<file path="config.mk">
export PLATFORM = sky130hd
export DESIGN_NAME = fetch_control_unit
export DESIGN_NICKNAME = d
export VERILOG_FILES = /design/src/rtl/cpu_ctrl_pkg.sv /design/src/rtl/mem_wait_timer.sv /design/src/rtl/fetch_control_unit.sv
export SDC_FILE = /design/constraint.sdc
export NUM_CORES = 1
export LEC_CHECK = 0
export CORE_MARGIN = 2
export CORE_UTILIZATION = 49
export CTS_CLUSTER_DIAMETER = 100
export DETAILED_ROUTE_END_ITERATION = 8
export PLACE_DENSITY = 0.78
export SYNTH_ARGS = -nofsm -noshare
export SYNTH_HDL_FRONTEND = slang
export SYNTH_SLANG_ARGS = --single-unit
</file>
<file path="constraint.sdc">
create_clock -name clock -period 2.3 [get_ports clock]
set_input_delay 0.345 -clock clock [delete_from_list [all_inputs] [get_ports clock]]
set_output_delay 0.345 -clock clock [all_outputs]
set_load 0.03 [all_outputs]
</file>
<file path="src/rtl/cpu_ctrl_pkg.sv">
// Shared types and helpers for the CPU control blocks.
package cpu_ctrl_pkg;

  typedef enum logic [2:0] {
    S_IDLE   = 3'd0,
    S_T0     = 3'd1,
    S_T1     = 3'd2,
    S_T2     = 3'd3,
    S_EXEC   = 3'd4,
    S_BRANCH = 3'd5,
    S_HALT   = 3'd6,
    S_FAULT  = 3'd7
  } fetch_state_t;

  // Control strobes driven onto the datapath, one bit per port.
  typedef struct packed {
    logic pc_out;
    logic mar_in;
    logic inc_pc;
    logic read;
    logic mdr_in;
    logic mdr_out;
    logic ir_in;
    logic pc_in;
    logic exec_start;
    logic halted;
    logic fault;
  } fetch_strobes_t;

  localparam int unsigned DEFAULT_MEM_TIMEOUT = 8;
  localparam int unsigned WAIT_WIDTH = $clog2(DEFAULT_MEM_TIMEOUT + 1);

  // Wait-counter width for an arbitrary timeout value.
  function automatic int unsigned wait_width(input int unsigned timeout);
    return $clog2(timeout + 1);
  endfunction

  // Moore decode of a state into its strobes; first_exec marks the EXEC entry cycle.
  function automatic fetch_strobes_t decode_strobes(input fetch_state_t s,
                                                    input logic first_exec);
    fetch_strobes_t o;
    o = '0;
    case (s)
      S_T0: begin
        o.pc_out = 1'b1;
        o.mar_in = 1'b1;
        o.inc_pc = 1'b1;
      end
      S_T1: begin
        o.read   = 1'b1;
        o.mdr_in = 1'b1;
      end
      S_T2: begin
        o.mdr_out = 1'b1;
        o.ir_in   = 1'b1;
      end
      S_EXEC:   o.exec_start = first_exec;
      S_BRANCH: o.pc_in      = 1'b1;
      S_HALT:   o.halted     = 1'b1;
      S_FAULT:  o.fault      = 1'b1;
      default:  o = '0;
    endcase
    return o;
  endfunction

endpackage

</file>
<file path="src/rtl/mem_wait_timer.sv">
// Counts T1 wait cycles; expired is high in the cycle the count reaches LIMIT-1.
module mem_wait_timer
  import cpu_ctrl_pkg::*;
#(
  parameter int unsigned LIMIT = DEFAULT_MEM_TIMEOUT,
  parameter int unsigned WIDTH = WAIT_WIDTH
) (
  input  logic clock,
  input  logic clear,
  input  logic start,
  input  logic count,
  output logic expired
);

  localparam logic [WIDTH-1:0] LAST = WIDTH'(LIMIT - 1);

  logic [WIDTH-1:0] cnt;

  // Counter and registered expiry flag; start reloads zero, count advances up to LAST.
  always_ff @(posedge clock) begin
    if (clear || start) begin
      cnt     <= '0;
      expired <= (LAST == '0);
    end else if (count) begin
      if (cnt != LAST) begin
        cnt     <= cnt + WIDTH'(1);
        expired <= ((cnt + WIDTH'(1)) == LAST);
      end else begin
        expired <= 1'b1;
      end
    end
  end

endmodule

</file>
<file path="src/rtl/fetch_control_unit.sv">
// Instruction-fetch sequencer: T0-T2 fetch, execute handoff, branch load, halt and timeout.
module fetch_control_unit
  import cpu_ctrl_pkg::*;
#(
  parameter int unsigned CNT_WIDTH   = 16,
  parameter int unsigned MEM_TIMEOUT = 8
) (
  input  logic                 clock,
  input  logic                 clear,
  input  logic                 run,
  input  logic                 stall,
  input  logic                 mem_ready,
  input  logic                 exec_done,
  input  logic                 branch_taken,
  input  logic                 halt_req,
  output logic                 PCout,
  output logic                 MARin,
  output logic                 IncPC,
  output logic                 Read,
  output logic                 MDRin,
  output logic                 MDRout,
  output logic                 IRin,
  output logic                 PCin,
  output logic                 exec_start,
  output logic                 halted,
  output logic                 fault,
  output logic [CNT_WIDTH-1:0] fetch_count
);

  localparam int unsigned WW = wait_width(MEM_TIMEOUT);

  fetch_state_t   state;
  fetch_state_t   state_next;
  fetch_strobes_t strobes_q;
  fetch_strobes_t strobes_next;
  logic           halt_pending;
  logic           wait_expired;
  logic           resume_fetch;
  fetch_state_t   after_instr;

  mem_wait_timer #(
    .LIMIT (MEM_TIMEOUT),
    .WIDTH (WW)
  ) u_mem_wait_timer (
    .clock   (clock),
    .clear   (clear),
    .start   (state == S_T0),
    .count   (state == S_T1),
    .expired (wait_expired)
  );

  // State register.
  always_ff @(posedge clock) begin
    if (clear) state <= S_IDLE;
    else       state <= state_next;
  end

  // Next-state logic and the strobe decode of the next state.
  always_comb begin
    state_next   = state;
    resume_fetch = run && !stall;
    after_instr  = halt_pending ? S_HALT : (resume_fetch ? S_T0 : S_IDLE);
    case (state)
      S_IDLE:   state_next = after_instr;
      S_T0:     state_next = S_T1;
      S_T1: begin
        if (mem_ready)         state_next = S_T2;
        else if (wait_expired) state_next = S_FAULT;
      end
      S_T2:     state_next = S_EXEC;
      S_EXEC: begin
        if (exec_done) state_next = branch_taken ? S_BRANCH : after_instr;
      end
      S_BRANCH: state_next = after_instr;
      S_HALT:   state_next = S_HALT;
      S_FAULT:  state_next = S_FAULT;
      default:  state_next = S_IDLE;
    endcase
    strobes_next = decode_strobes(state_next, (state_next == S_EXEC) && (state != S_EXEC));
  end

  // Registered strobes, sticky halt request and saturating retired-fetch counter.
  always_ff @(posedge clock) begin
    if (clear) begin
      strobes_q    <= '0;
      halt_pending <= 1'b0;
      fetch_count  <= '0;
    end else begin
      strobes_q <= strobes_next;
      if (halt_req && (state != S_HALT) && (state != S_FAULT)) halt_pending <= 1'b1;
      if ((state == S_T2) && (fetch_count != '1)) fetch_count <= fetch_count + CNT_WIDTH'(1);
    end
  end

  assign PCout      = strobes_q.pc_out;
  assign MARin      = strobes_q.mar_in;
  assign IncPC      = strobes_q.inc_pc;
  assign Read       = strobes_q.read;
  assign MDRin      = strobes_q.mdr_in;
  assign MDRout     = strobes_q.mdr_out;
  assign IRin       = strobes_q.ir_in;
  assign PCin       = strobes_q.pc_in;
  assign exec_start = strobes_q.exec_start;
  assign halted     = strobes_q.halted;
  assign fault      = strobes_q.fault;

endmodule

</file>
======== Yosys cells after proc, flatten, opt, wreduce, memory -nomap -nowiden ========
Index checks and enable logic that the tools add are counted.
word-level totals
  register bits after elaboration ......... 36
  latch bits .............................. 0
  bits in writable memories ............... 0
  bits in read-only memories .............. 0
  memories ................................ 0
operators by class
  add/subtract/negate cells ............... 2
  multiply operators ...................... 0
  divide/modulo/power cells ............... 0
  magnitude comparators ................... 0
  eq/ne operators ......................... 20
  shift operators ......................... 0
  multiplexer cells ....................... 14
  bitwise logic cells ..................... 1
  reduce and logical (&&, ||, !) cells .... 11
operators with widths
  cell                     number
  $eq A3 B3 Y1 const B     8
  $pmux W3 S7              1
  $mux W3                  6
  $add A16 B1 Y16 const B  1
  $ne A16 B16 Y1 const B   1
  $eq A3 B2 Y1 const B     4
  $ne A3 B3 Y1 const B     3
  $eq A3 B1 Y1 const B     2
  $logic_and A1 B1 Y1      5
  $mux W1                  5
  $add A4 B1 Y4 const B    1
  $eq A4 B3 Y1 const B     1
  $mux W2                  2
  $ne A4 B3 Y1 const B     1
  $reduce_or A2 Y1         2
  $logic_not A3 Y1         1
  $reduce_and A2 Y1        1
  $logic_not A1 Y1         1
  $logic_or A1 B1 Y1       1
  $not A1 Y1               1

======== Longest topological paths before layout ========
  depth in word-level cells ............... 10
  gate-level depth with buffers ........... 6
  mapped depth without buffers ............ 6

======== By module ========
From an unflattened synthesis, not the netlist that was laid out.
second synthesis, totals
  cells, all modules ...................... 187
  area total of the unflattened synthesis .. 1651.6 um^2
modules (own cells, without submodules)
  module              instances  cells an instance  area an instance (um^2)
  fetch_control_unit  1          154                1358.8
  mem_wait_timer      1          33                 292.8

======== Worst setup path after synthesis ========
No wires, ideal clock.
  kind .................................... register to register
  start point ............................. register fetch_count[0]
  end point ............................... register fetch_count[8]
  library setup time ...................... 0.121 ns
  data arrival time ....................... 1.998 ns
  data required time ...................... 2.179 ns
  slack ................................... 0.181 ns
  stages on the path, launching flop included .. 7
  buffers on the path ..................... 1
  clock period less this slack ............ 2.119 ns
  cell sequence ........................... dfxtp_1 ha_1 nand4_1 nor4_2 buf_2 nor4_1 mux2_2
on the way
  word-level cells in the longest chain between the ends .. 2
  elaborated cells on any way between the ends .. 3
  those cells by class .................... 1 x add/sub; 1 x eq/ne; 1 x reduce/logical
ends and longest elaborated chain
  what                                                                     RTL line                  RTL
  start: declaration                                                       fetch_control_unit.sv:27  output logic [CNT_WIDTH-1:0] fetch_count
  start signal: assignment                                                 fetch_control_unit.sv:91  if ((state == S_T2) && (fetch_count != '1)) fetch_count <= fetch_count + CNT_WIDTH'(1);
  parallel branches: the longest is 2 deep, another holds $add A16 B1 Y16  --
Parallel ways; which one is timed is not known.
A chain may end at the register's enable or synchronous reset.

======== Worst setup path after layout ========
  start point ............................. register fetch_count[0]
  end point ............................... register fetch_count[2]
Same word-level chain as after synthesis.

==> summary.txt <==
Synth
  – Summed instance area of the synthesized netlist: 1580 sq um
  – Number of unique standard cell types used by synthesis: 45
  – Async SR Flop Fraction: 0%
  – Mean post-synth cell area: 8.77 sq um
  – Total nets after synthesis: 191
  – Dominant synthesized flop cell: sky130_fd_sc_hd__dfxtp_1
  – Proportion of synthesized chip area in sequential cells: 40.6%
  – Number of instances in the synthesized netlist: 180
  – Number of enable-type register cells in the synthesized netlist: 0
  – Number of synthesis warnings: 0
  – Flip-flop and latch count after synthesis: 32

Clocking
  – Cell at the root of the clock tree: sky130_fd_sc_hd__clkbuf_4
  – CTS tree: yes
  – Max H-tree Level: 2
  – Number of instances resized during post-cts repair: 0
  – Clock slew seen by the registers of the worst setup and hold paths: 0.10 ns
  – CTS max path bufs: 2
  – TritonCTS buffer count: 5
  – Number of buffers inserted to repair setup after CTS: 0
  – Clock Sinks: 32
  – CTS Hold Bufs: 0
  – Clock latency reported for the late side of the worst-skew pair: 0.33 ns

Route
  – Length of routed met2 wiring: 1.76 mm
  – Highest Signal Layer: met4
  – Wirelength per Cell: 13.8 um
  – Average vias per placed instance: 5.84
  – Number of remaining DRC errors: 0
  – DR vias: 1518
  – Number of DRC violations after detailed-routing iteration 0: 61
  – Metal1 wirelength: 1.60 mm
  – Aggregate routed wire length: 3.59 mm
  – Count of nets left with antenna violations after detail routing: 0
  – Iteration count of the initial detailed-routing pass: 4
  – Met3 routed wirelength: 183 um

STA
  – Setup violators final: 0
  – Final min period: 2.12 ns
  – Final cycle utilization of the critical path: 92.1%
  – Count of final hold-check violations: 0
  – Max-slew headroom at the worst pin: 59.4%
  – Worst-margin pin slew: 0.604 ns
  – Highest achievable clock rate: 472 MHz
  – Setup repair after global routing missed its margin: false
  – Max-slew violation count: 0
  – Maximum clock skew at final layout: 0.00825 ns
  – Setup TNS: 0 ns

Final layout
  – Diode count: 0
  – Top library cells by usage in the layout, fill and taps aside: sky130_fd_sc_hd__clkdlybuf4s50_1, sky130_fd_sc_hd__dfxtp_1, sky130_fd_sc_hd__a21oi_1
  – Area added between synthesis and finish: 26.6%
  – Layout fillers: 276
  – Most common cell after layout, fill and taps aside: sky130_fd_sc_hd__clkdlybuf4s50_1
  – Share of final-layout standard cells stronger than drive strength 1: 9.26%
  – Summed area of non-filler cells in the final layout: 2000 sq um
  – Net count of the finished layout: 227

Worst setup path
  – Critical path class: register to register
  – Critical path data arrival time: 2.34 ns
  – Worst Setup SP: fetch_count[0]$_SDFFE_PP0P_
  – Worst Path Required: 2.52 ns
  – Crit Reg-Reg Startpoint: fetch_count[0]$_SDFFE_PP0P_
  – Critical Path Sink Type: register
  – Largest fanout on the critical path: 10
  – Element type at the critical path start: register

Pwr
  – Sw power: 0.000363 W
  – Peak supply drop: 0.000445 V
  – Net switching fraction of the power: 30.9%
  – Part of the power in the clock network: 24.9%
  – Sequential Power Share: 53.5%
  – Power density normalized to cell area: 589 nW/um^2
  – Share of power burned in combinational logic: 21.6%
  – Internal cell power: 0.000813 W
  – Overall power consumption: 0.00118 W
  – Reported leakage power: 0.648 nW

GRT
  – First-pass GRT wire length: 5.87 mm
  – Remaining Overflow, GRT: 0
  – Initial antenna violation count: 0
  – Largest net degree at the start of global routing: 25
  – GRT Overall Usage: 21.3%
  – Via count of the first global-routing pass: 1397

Placement
  – HPWL after detailed placement: 2.60 mm
  – Cell area after placement: 1950 sq um
  – Final estimated routing congestion in global placement: 0.935
  – Port Buf Inserts: 34

Worst hold path
  – Min-Delay Path Class: register to register
  – Origin of the worst min-delay path: fetch_count[15]$_SDFFE_PP0P_

Floorplanning
  – Floorplan die height: 60.8 um
  – Effective utilization at floorplan: 51.7%
  – Number of primary I/O pins: 35
  – Overall die area: 3690 sq um
  – Standard-cell row count: 20
  – Width of the chip: 60.8 um
  – Total core area: 3050 sq um

Run
  – Maximum Capacitance Violations: 0

Outcome
  – Status: finished clean
Yosys cell counts, types with 3 or more instances:
master	n	area, sq um
sky130_fd_sc_hd__a21o_1	3	22.5
sky130_fd_sc_hd__or3_1	6	37.5
sky130_fd_sc_hd__nand2_1	10	37.5
sky130_fd_sc_hd__or4_1	8	60.1
sky130_fd_sc_hd__ha_1	3	37.5
sky130_fd_sc_hd__o21ai_0	7	35.0
sky130_fd_sc_hd__inv_1	4	15.0
sky130_fd_sc_hd__nand4_1	5	31.3
sky130_fd_sc_hd__nand3_1	10	50.1
sky130_fd_sc_hd__dfxtp_1	32	641
sky130_fd_sc_hd__buf_4	4	30.0
sky130_fd_sc_hd__a21oi_1	15	75.1
sky130_fd_sc_hd__o31ai_1	7	52.6
sky130_fd_sc_hd__nor2b_1	9	56.3
sky130_fd_sc_hd__nor4_1	4	25.0
sky130_fd_sc_hd__mux2_2	4	45.0
sky130_fd_sc_hd__nor2_1	13	48.8
final cells by class:
cell class	instances	area [sq um]	area share, %
multi-input combinational	135	872	43.6
sequential	32	641	32.0
timing repair buffer	38	370	18.5
tap	44	55.1	2.75
clock buffer	6	41.3	2.07
inverter	4	15.0	0.751
clock inverter	1	5.00	0.250
cell families after synthesis:
group / synth area share (%)
flip-flops: 40.6
XOR/XNOR: 0.555
AND/OR/NAND/NOR: 31.0
AO/OA/AOI/OAI: 17.8
adder cells (fa/ha/maj): 2.38
buffers and inverters: 4.20
multiplexers: 3.49
metal layers:
metal  up-vias  track usage [%]
met5         -                0
met4         0             10.2
met3         4             7.25
met2        51             32.4
met1       717             27.0
li1        746                -
registers in the layout, summed over array words and instances (netlist names):
signal / cells
MDRout: 1
PCin: 1
PCout: 1
Read: 1
exec_start: 1
fault: 1
fetch_count: 16
halt_pending: 1
halted: 1
state: 3
u_mem_wait_timer.cnt: 4
u_mem_wait_timer.expired: 1
final timing paths:
| kind | endpoint | slack (ns) | depth (start not counted) |
|---|---|---|---|
| setup / recovery | fetch_count[2]$_SDFFE_PP0P_ | 0.18 | 6 |
| hold reg to reg | fetch_count[15]$_SDFFE_PP0P_ | 0.50 | 2 |
| setup reg to reg | fetch_count[2]$_SDFFE_PP0P_ | 0.18 | 6 |
| hold / removal | fetch_count[15]$_SDFFE_PP0P_ | 0.50 | 2 |
through the flow:
step	worst slack [ns]	util, %	std cells	hold WS [ns]
floorplan	0.181	-	180	0.474
global placement	0.341	64.0	253	0.482
detailed placement	0.222	64.0	253	0.502
CTS	0.200	65.5	260	0.514
global route	0.0401	65.5	260	0.550
finish	0.181	65.5	260	0.504
power groups by stage:
stage / sequential (W) / combinational [W] / clock [W]
2_1_floorplan: 0.000656 / 0.000154 / 0
3_3_place_gp: 0.000638 / 0.000245 / 0
3_5_place_dp: 0.000641 / 0.000253 / 0
4_1_cts: 0.000629 / 0.000254 / 0.000301
5_1_grt: 0.000637 / 0.000278 / 0.000327
6_report: 0.000629 / 0.000254 / 0.000293
worst max-delay path, stage by stage (launching register included):
cell	delay [ns]
sky130_fd_sc_hd__dfxtp_1	0.44
sky130_fd_sc_hd__ha_1	0.25
sky130_fd_sc_hd__nand4_1	0.23
sky130_fd_sc_hd__nor4_2	0.62
sky130_fd_sc_hd__buf_4	0.28
sky130_fd_sc_hd__or4_1	0.13
sky130_fd_sc_hd__a21oi_1	0.06
Power figures use the tool's default switching activity.
